### config.mk
export PLATFORM = sky130hd
export DESIGN_NAME = wb_stage
export DESIGN_NICKNAME = d
export VERILOG_FILES = /design/src/rtl/wb_stage_pkg.sv /design/src/rtl/wb_stage_load_align.sv /design/src/rtl/wb_stage.sv
export SDC_FILE = /design/constraint.sdc
export NUM_CORES = 1
export LEC_CHECK = 0
export CORE_MARGIN = 2
export CORE_UTILIZATION = 43
export DETAILED_ROUTE_END_ITERATION = 7
export HOLD_SLACK_MARGIN = 0.05
export MAX_ROUTING_LAYER = met4
export PLACE_DENSITY = 0.84
export SYNTH_ARGS = -nofsm -noshare
export SYNTH_HDL_FRONTEND = slang
export SYNTH_SLANG_ARGS = --single-unit
### constraint.sdc
create_clock -name clk -period 2.9 [get_ports clk]
set_input_delay 0.725 -clock clk [delete_from_list [all_inputs] [get_ports clk]]
set_output_delay 0.725 -clock clk [all_outputs]
set_load 0.01 [all_outputs]
### src/rtl/wb_stage_pkg.sv
// Shared constants and the held-instruction record for the write-back stage.
package wb_stage_pkg;

  // Bit positions within the one-hot align_load vector
  localparam int LD_LW  = 6;
  localparam int LD_LB  = 5;
  localparam int LD_LBU = 4;
  localparam int LD_LH  = 3;
  localparam int LD_LHU = 2;
  localparam int LD_LWL = 1;
  localparam int LD_LWR = 0;

  // Bit positions within the one-hot rf_wdata_src vector
  localparam int SRC_ALU = 0;
  localparam int SRC_MEM = 1;
  localparam int SRC_PC8 = 2;

  // Stage occupancy states
  localparam logic [0:0] S_IDLE = 1'b0;
  localparam logic [0:0] S_HOLD = 1'b1;

  // Everything latched from the memory-access stage on a handshake
  typedef struct packed {
    logic [31:0] rf_b;
    logic [4:0]  waddr;
    logic [2:0]  src;
    logic        wen;
    logic [31:0] alu_res;
    logic        mem_read;
    logic [6:0]  align_load;
    logic [31:0] pc;
  } wb_fields_t;

endpackage

### src/rtl/wb_stage_load_align.sv
// Combinational load aligner: extracts/extends bytes and halfwords and
// performs the lwl/lwr merge with the old rt value.
module load_align
  import wb_stage_pkg::*;
(
  input  logic [31:0] mem_rdata,
  input  logic [31:0] rf_b,
  input  logic [1:0]  addr,
  input  logic [6:0]  align_load,
  output logic [31:0] result
);

  logic [7:0]  byte_v;
  logic [15:0] half_v;

  assign byte_v = mem_rdata[{addr, 3'b000} +: 8];
  assign half_v = mem_rdata[{addr[1], 4'b0000} +: 16];

  // Select the aligned value by load type; no type selected yields zero
  always_comb begin
    result = '0;
    if (align_load[LD_LW])
      result = mem_rdata;
    else if (align_load[LD_LB])
      result = {{24{byte_v[7]}}, byte_v};
    else if (align_load[LD_LBU])
      result = {24'h0, byte_v};
    else if (align_load[LD_LH])
      result = {{16{half_v[15]}}, half_v};
    else if (align_load[LD_LHU])
      result = {16'h0, half_v};
    else if (align_load[LD_LWL]) begin
      case (addr)
        2'd0:    result = {mem_rdata[7:0],  rf_b[23:0]};
        2'd1:    result = {mem_rdata[15:0], rf_b[15:0]};
        2'd2:    result = {mem_rdata[23:0], rf_b[7:0]};
        default: result = mem_rdata;
      endcase
    end else if (align_load[LD_LWR]) begin
      case (addr)
        2'd0:    result = mem_rdata;
        2'd1:    result = {rf_b[31:24], mem_rdata[31:8]};
        2'd2:    result = {rf_b[31:16], mem_rdata[31:16]};
        default: result = {rf_b[31:8],  mem_rdata[31:24]};
      endcase
    end
  end

endmodule

### src/rtl/wb_stage.sv
// MIPS write-back stage: holds one instruction, waits for load data when
// needed, and drives the register-file write port for one cycle.
module wb_stage
  import wb_stage_pkg::*;
(
  input  logic        clk,
  input  logic        rst_p,
  input  logic        MA_ready,
  output logic        WB_enable,
  input  logic        mem_rdata_valid,
  input  logic [31:0] mem_rdata,
  input  logic [31:0] rf_B_in,
  input  logic [4:0]  rf_waddr_in,
  input  logic [2:0]  rf_wdata_src_in,
  input  logic        rf_wen_in,
  input  logic [31:0] alu_res_in,
  input  logic        mem_read_in,
  input  logic [6:0]  align_load_in,
  input  logic [31:0] MA_PC,
  output logic [3:0]  rf_wen,
  output logic [4:0]  rf_waddr,
  output logic [31:0] rf_wdata,
  output logic [31:0] WB_PC,
  output logic        valid_out,
  output logic        protocol_err
);

  logic [0:0]  state;
  wb_fields_t  f;
  logic        valid, leaving, comming, stray;
  logic [31:0] ld_data, pc8;

  assign valid   = (state == S_HOLD);
  // Leaving only waits on read data; MA_ready stays out of WB_enable
  assign leaving = valid && !(f.mem_read && !mem_rdata_valid);
  assign WB_enable = !valid || leaving;
  assign comming   = WB_enable && MA_ready;
  assign stray     = mem_rdata_valid && !(valid && f.mem_read);

  load_align u_align (
    .mem_rdata  (mem_rdata),
    .rf_b       (f.rf_b),
    .addr       (f.alu_res[1:0]),
    .align_load (f.align_load),
    .result     (ld_data)
  );

  assign pc8 = f.pc + 32'd8;

  assign rf_wdata = ({32{f.src[SRC_ALU]}} & f.alu_res)
                  | ({32{f.src[SRC_MEM]}} & ld_data)
                  | ({32{f.src[SRC_PC8]}} & pc8);
  // Full-word strobes only; lwl/lwr merging already happened in the data
  assign rf_wen    = {4{valid && f.wen && leaving}};
  assign rf_waddr  = f.waddr;
  assign WB_PC     = f.pc;
  assign valid_out = valid;

  // Occupancy, field capture and sticky error flag; reset drops any held load
  always_ff @(posedge clk) begin
    if (rst_p) begin
      state        <= S_IDLE;
      f            <= '0;
      protocol_err <= 1'b0;
    end else begin
      if (stray) protocol_err <= 1'b1;
      if (comming) begin
        state        <= S_HOLD;
        f.rf_b       <= rf_B_in;
        f.waddr      <= rf_waddr_in;
        f.src        <= rf_wdata_src_in;
        f.wen        <= rf_wen_in;
        f.alu_res    <= alu_res_in;
        f.mem_read   <= mem_read_in;
        f.align_load <= align_load_in;
        f.pc         <= MA_PC;
      end else if (leaving) begin
        state <= S_IDLE;
      end
    end
  end

endmodule

==> impl_metrics.env <==
export IMPL_synthesis_area_sq_mm=0.00718
export IMPL_path_common_cell="buf_4"
export IMPL_postLayoutCoreUtil_pct=72.1
export IMPL_met3_length_microns=2270
export IMPL_die_area_sq_mm=0.0177
export IMPL_cts_max_level=4
export IMPL_critPathRequiredTime_ns=2.17
export IMPL_ys_flop_type="dfxtp_1"
export IMPL_hold_class="reg2reg"
export IMPL_setup_violations=29
export IMPL_crit_path_start_kind="flop"
export IMPL_swShare_pct=30.0
export IMPL_postCtsHoldBufs=0
export IMPL_yosys_area_top_type="dfxtp_1"
export IMPL_yosysUniqueCellTypes=55
export IMPL_drc_errors=0
export IMPL_nNetsFinal=1466
export IMPL_multi_input_area_sq_mm=0.00478
export IMPL_cts_root_buffer="clkbuf_16"
export IMPL_holdWs_ns=0.456
export IMPL_combPwrFrac_pct=27.6
export IMPL_fin_tns_setup_ns=-5.82
export IMPL_critPathKind="reg2out"
export IMPL_first_pass_iters=5
export IMPL_row_count=47
export IMPL_drt_iter0_drc=756
export IMPL_max_cap_violations=0
export IMPL_grt_pass1_wl_microns=47700
export IMPL_path_clk_slew_ns=0.06
export IMPL_cts_sinks=115
export IMPL_grt_max_degree=62
export IMPL_cts_tree="yes"
export IMPL_cts_inserted_buffers=17
export IMPL_peakVddDrop_mv=0.419
export IMPL_place_gp_congestion=1.04
export IMPL_antenna_found_initial=2
export IMPL_arrival_ns=2.50
export IMPL_yosys_warnings=0
export IMPL_max_freq_mhz=310
export IMPL_area_growth_pct=65.4
export IMPL_clkPwrFrac_pct=39.4
export IMPL_critPathSlowestCell="mux4_2"
export IMPL_start_util_pct=43.6
export IMPL_grt_ovfl_total=0
export IMPL_boundaryPins=225
export IMPL_synth_edf_count=0
export IMPL_clock_latency_ns=0.42
export IMPL_slowest_delay_ns=0.55
export IMPL_violations="setup timing"
export IMPL_cp_cell_sequence="mux4_2, buf_6, buf_4, buf_4, a22oi_2, nor3_1, a211o_1, buf_2"
export IMPL_p_sw_mw=1.59
export IMPL_final_layout_size_suffix_gt1_share_pct=28.1
export IMPL_min_to="f[65]"
export IMPL_ff2ff_path_depth=7
export IMPL_tightest_slew_ns=0.576
export IMPL_grt_pass1_vias=8439
export IMPL_synth_area_per_cell_sq_um=7.32
export IMPL_slew_headroom_pct=61.2
export IMPL_portBuffers=224
export IMPL_seqPwrFrac_pct=33.0
export IMPL_dp_hpwl_microns=23800
export IMPL_cts_max_path_buffers=2
export IMPL_ys_seq_area_share_pct=32.1
export IMPL_chipWidth_microns=133
export IMPL_critPathCaptureType="primary output"
export IMPL_internal_power_mw=3.71
export IMPL_syn_inst=980
export IMPL_route_met2_wl_microns=14900
export IMPL_worstHoldStart="f[65]"
export IMPL_dr_total_vias=8601
export IMPL_synth_async_reset_ratio_pct=0
export IMPL_drt_wl_total_microns=31700
export IMPL_syn_num_nets=1130
export IMPL_rsz0062_at_grt="true"
export IMPL_nFillCells=1342
export IMPL_viasPerCell=5.55
export IMPL_grt_util_all_layers_pct=36.0
export IMPL_ant_nets=0
export IMPL_whs_path_depth=2
export IMPL_fin_crit_sh_pct=111
export IMPL_slew_violations=0
export IMPL_fin_ws_ns=-0.321
export IMPL_cp_max_fo=3
export IMPL_outcome="finished with violations"
export IMPL_period_needed_ns=3.22
export IMPL_r2r_end="f[56]"
export IMPL_skew_ns=0.00918
export IMPL_synth_top_area_share_pct=32.1
export IMPL_coreArea_sq_mm=0.0165
export IMPL_leakage_nw=4.79
export IMPL_final_hold_violation_count=0
export IMPL_seqCellArea_sq_mm=0.00231
export IMPL_die_y_microns=133
export IMPL_powerDensity_mw_per_mm2=447
export IMPL_final_area_sq_mm=0.0119
export IMPL_ff2ff_setup_slack_ns=1.36
export IMPL_timing_rr_start="f[39]"
export IMPL_place_area_sq_mm=0.0107
export IMPL_synth_area_leaders="dfxtp_1, nand2_1, a21oi_1, mux2i_1, buf_4"
export IMPL_wl_met1_microns=13500
export IMPL_synth_seq_cells=115
export IMPL_post_drt_wl_per_cell_microns=20.4
export IMPL_highest_layer="met4"
-- kinds of logic (layout without fill, tap and decap cells) --
family	count (synthesis)	count (layout)	synth area share (%)
fa+ha+maj	1	1	0.174
mux	64	64	9.24
other cells	0	2	0
compound gates	298	298	25.7
xor+xnor	24	24	2.93
buf+inv	127	476	9.07
flops	115	115	32.1
simple gates	351	351	20.8
-- critical path: cells and delay by family, from the launching register on --
kind	cells	cell delay (ns)
AO/OA/AOI/OAI	2	0.48
AND/OR/NAND/NOR	1	0.08
flip-flops	1	0.40
buffers and inverters	4	0.55
multiplexers	1	0.55
-- sequential cells by signal (all words and copies together), names as in the netlist --
signal,flops
rf_waddr,5
f,76
valid_out,1
WB_PC,32
protocol_err,1
-- cell type report --
class | count | area share, %
Clock inverter | 12 | 1.13
Multi-Input combinational cell | 738 | 40.2
Clock buffer | 20 | 3.76
Tap cell | 220 | 2.32
Antenna cell | 2 | 0.0422
Inverter | 11 | 0.348
Sequential cell | 115 | 19.5
Timing Repair Buffer | 433 | 32.7
-- how the worst max path moves through the flow --
stage                       start            to  slack (ns)  cells past startpoint
floorplan           mem_rdata[31]  rf_wdata[17]      -0.008                      5
global placement    mem_rdata[15]  rf_wdata[18]       -1.03                      7
detailed placement  mem_rdata[15]  rf_wdata[18]       -1.06                      7
CTS                         f[41]  rf_wdata[30]       -0.35                      8
global route                f[41]  rf_wdata[28]       -0.35                      8
finish                      f[41]  rf_wdata[31]       -0.32                      8
-- per-layer routing --
layer / GRT usage (%) / up-vias
met2: 57.6 / 409
met1: 46.0 / 4046
li1: - / 4089
met4: 11.8 / 0
met3: 6.77 / 57
met5: - / -
-- power groups by stage --
stage	Combinational (mW)	Clock (mW)	Sequential (mW)
after floorplan	0.560	0	1.76
after global placement	1.29	0	1.78
after detailed placement	1.29	0	1.78
after CTS	1.39	2.09	1.75
after global routing	1.54	2.18	1.76
final	1.46	2.09	1.75
-- cell usage in the layout, fill, tap and decap left out, types with 14 or more instances in the layout --
| cell type | Yosys | routed |
|---|---|---|
| nor2_1 | 20 | 14 |
| o21ai_0 | 54 | 36 |
| o21ai_1 | 9 | 21 |
| buf_6 | 2 | 16 |
| dfxtp_1 | 115 | 113 |
| buf_12 | 0 | 15 |
| clkbuf_16 | 0 | 17 |
| dlygate4sd2_1 | 0 | 17 |
| clkdlybuf4s50_1 | 0 | 165 |
| nor3_1 | 15 | 14 |
| mux2i_1 | 55 | 39 |
| nand2_1 | 262 | 260 |
| a22oi_1 | 21 | 19 |
| buf_4 | 40 | 178 |
| buf_2 | 7 | 35 |
| a21oi_1 | 129 | 123 |
-- through the flow --
stage          std cells  power [mW]  setup WS (ns)
3_5_place_dp        1493        3.07          -1.06
6_report            1551        5.30         -0.321
5_1_grt             1551        5.48         -0.354
3_3_place_gp        1493        3.07          -1.03
2_1_floorplan        980        2.32       -0.00849
4_1_cts             1543        5.23         -0.347
-- synth_stat cells (10+ instances only) --
cell type,instances
xnor2_1,12
mux2i_1,55
o21ai_0,54
dfxtp_1,115
inv_1,11
a211o_1,11
nor3_1,15
a21oi_1,129
nand2_1,262
nor2_1,20
buf_4,40
xor2_1,12
nand3_1,10
a22oi_1,21
o22ai_1,14
clkbuf_1,65
-- timing repair --
action	in CTS	in global routing
setup buffers	18	6
pin swaps	36	13
endpoints found under the setup margin	32	36
gates resized for setup	267	46
Note: power is estimated with default switching activity, not from simulation.
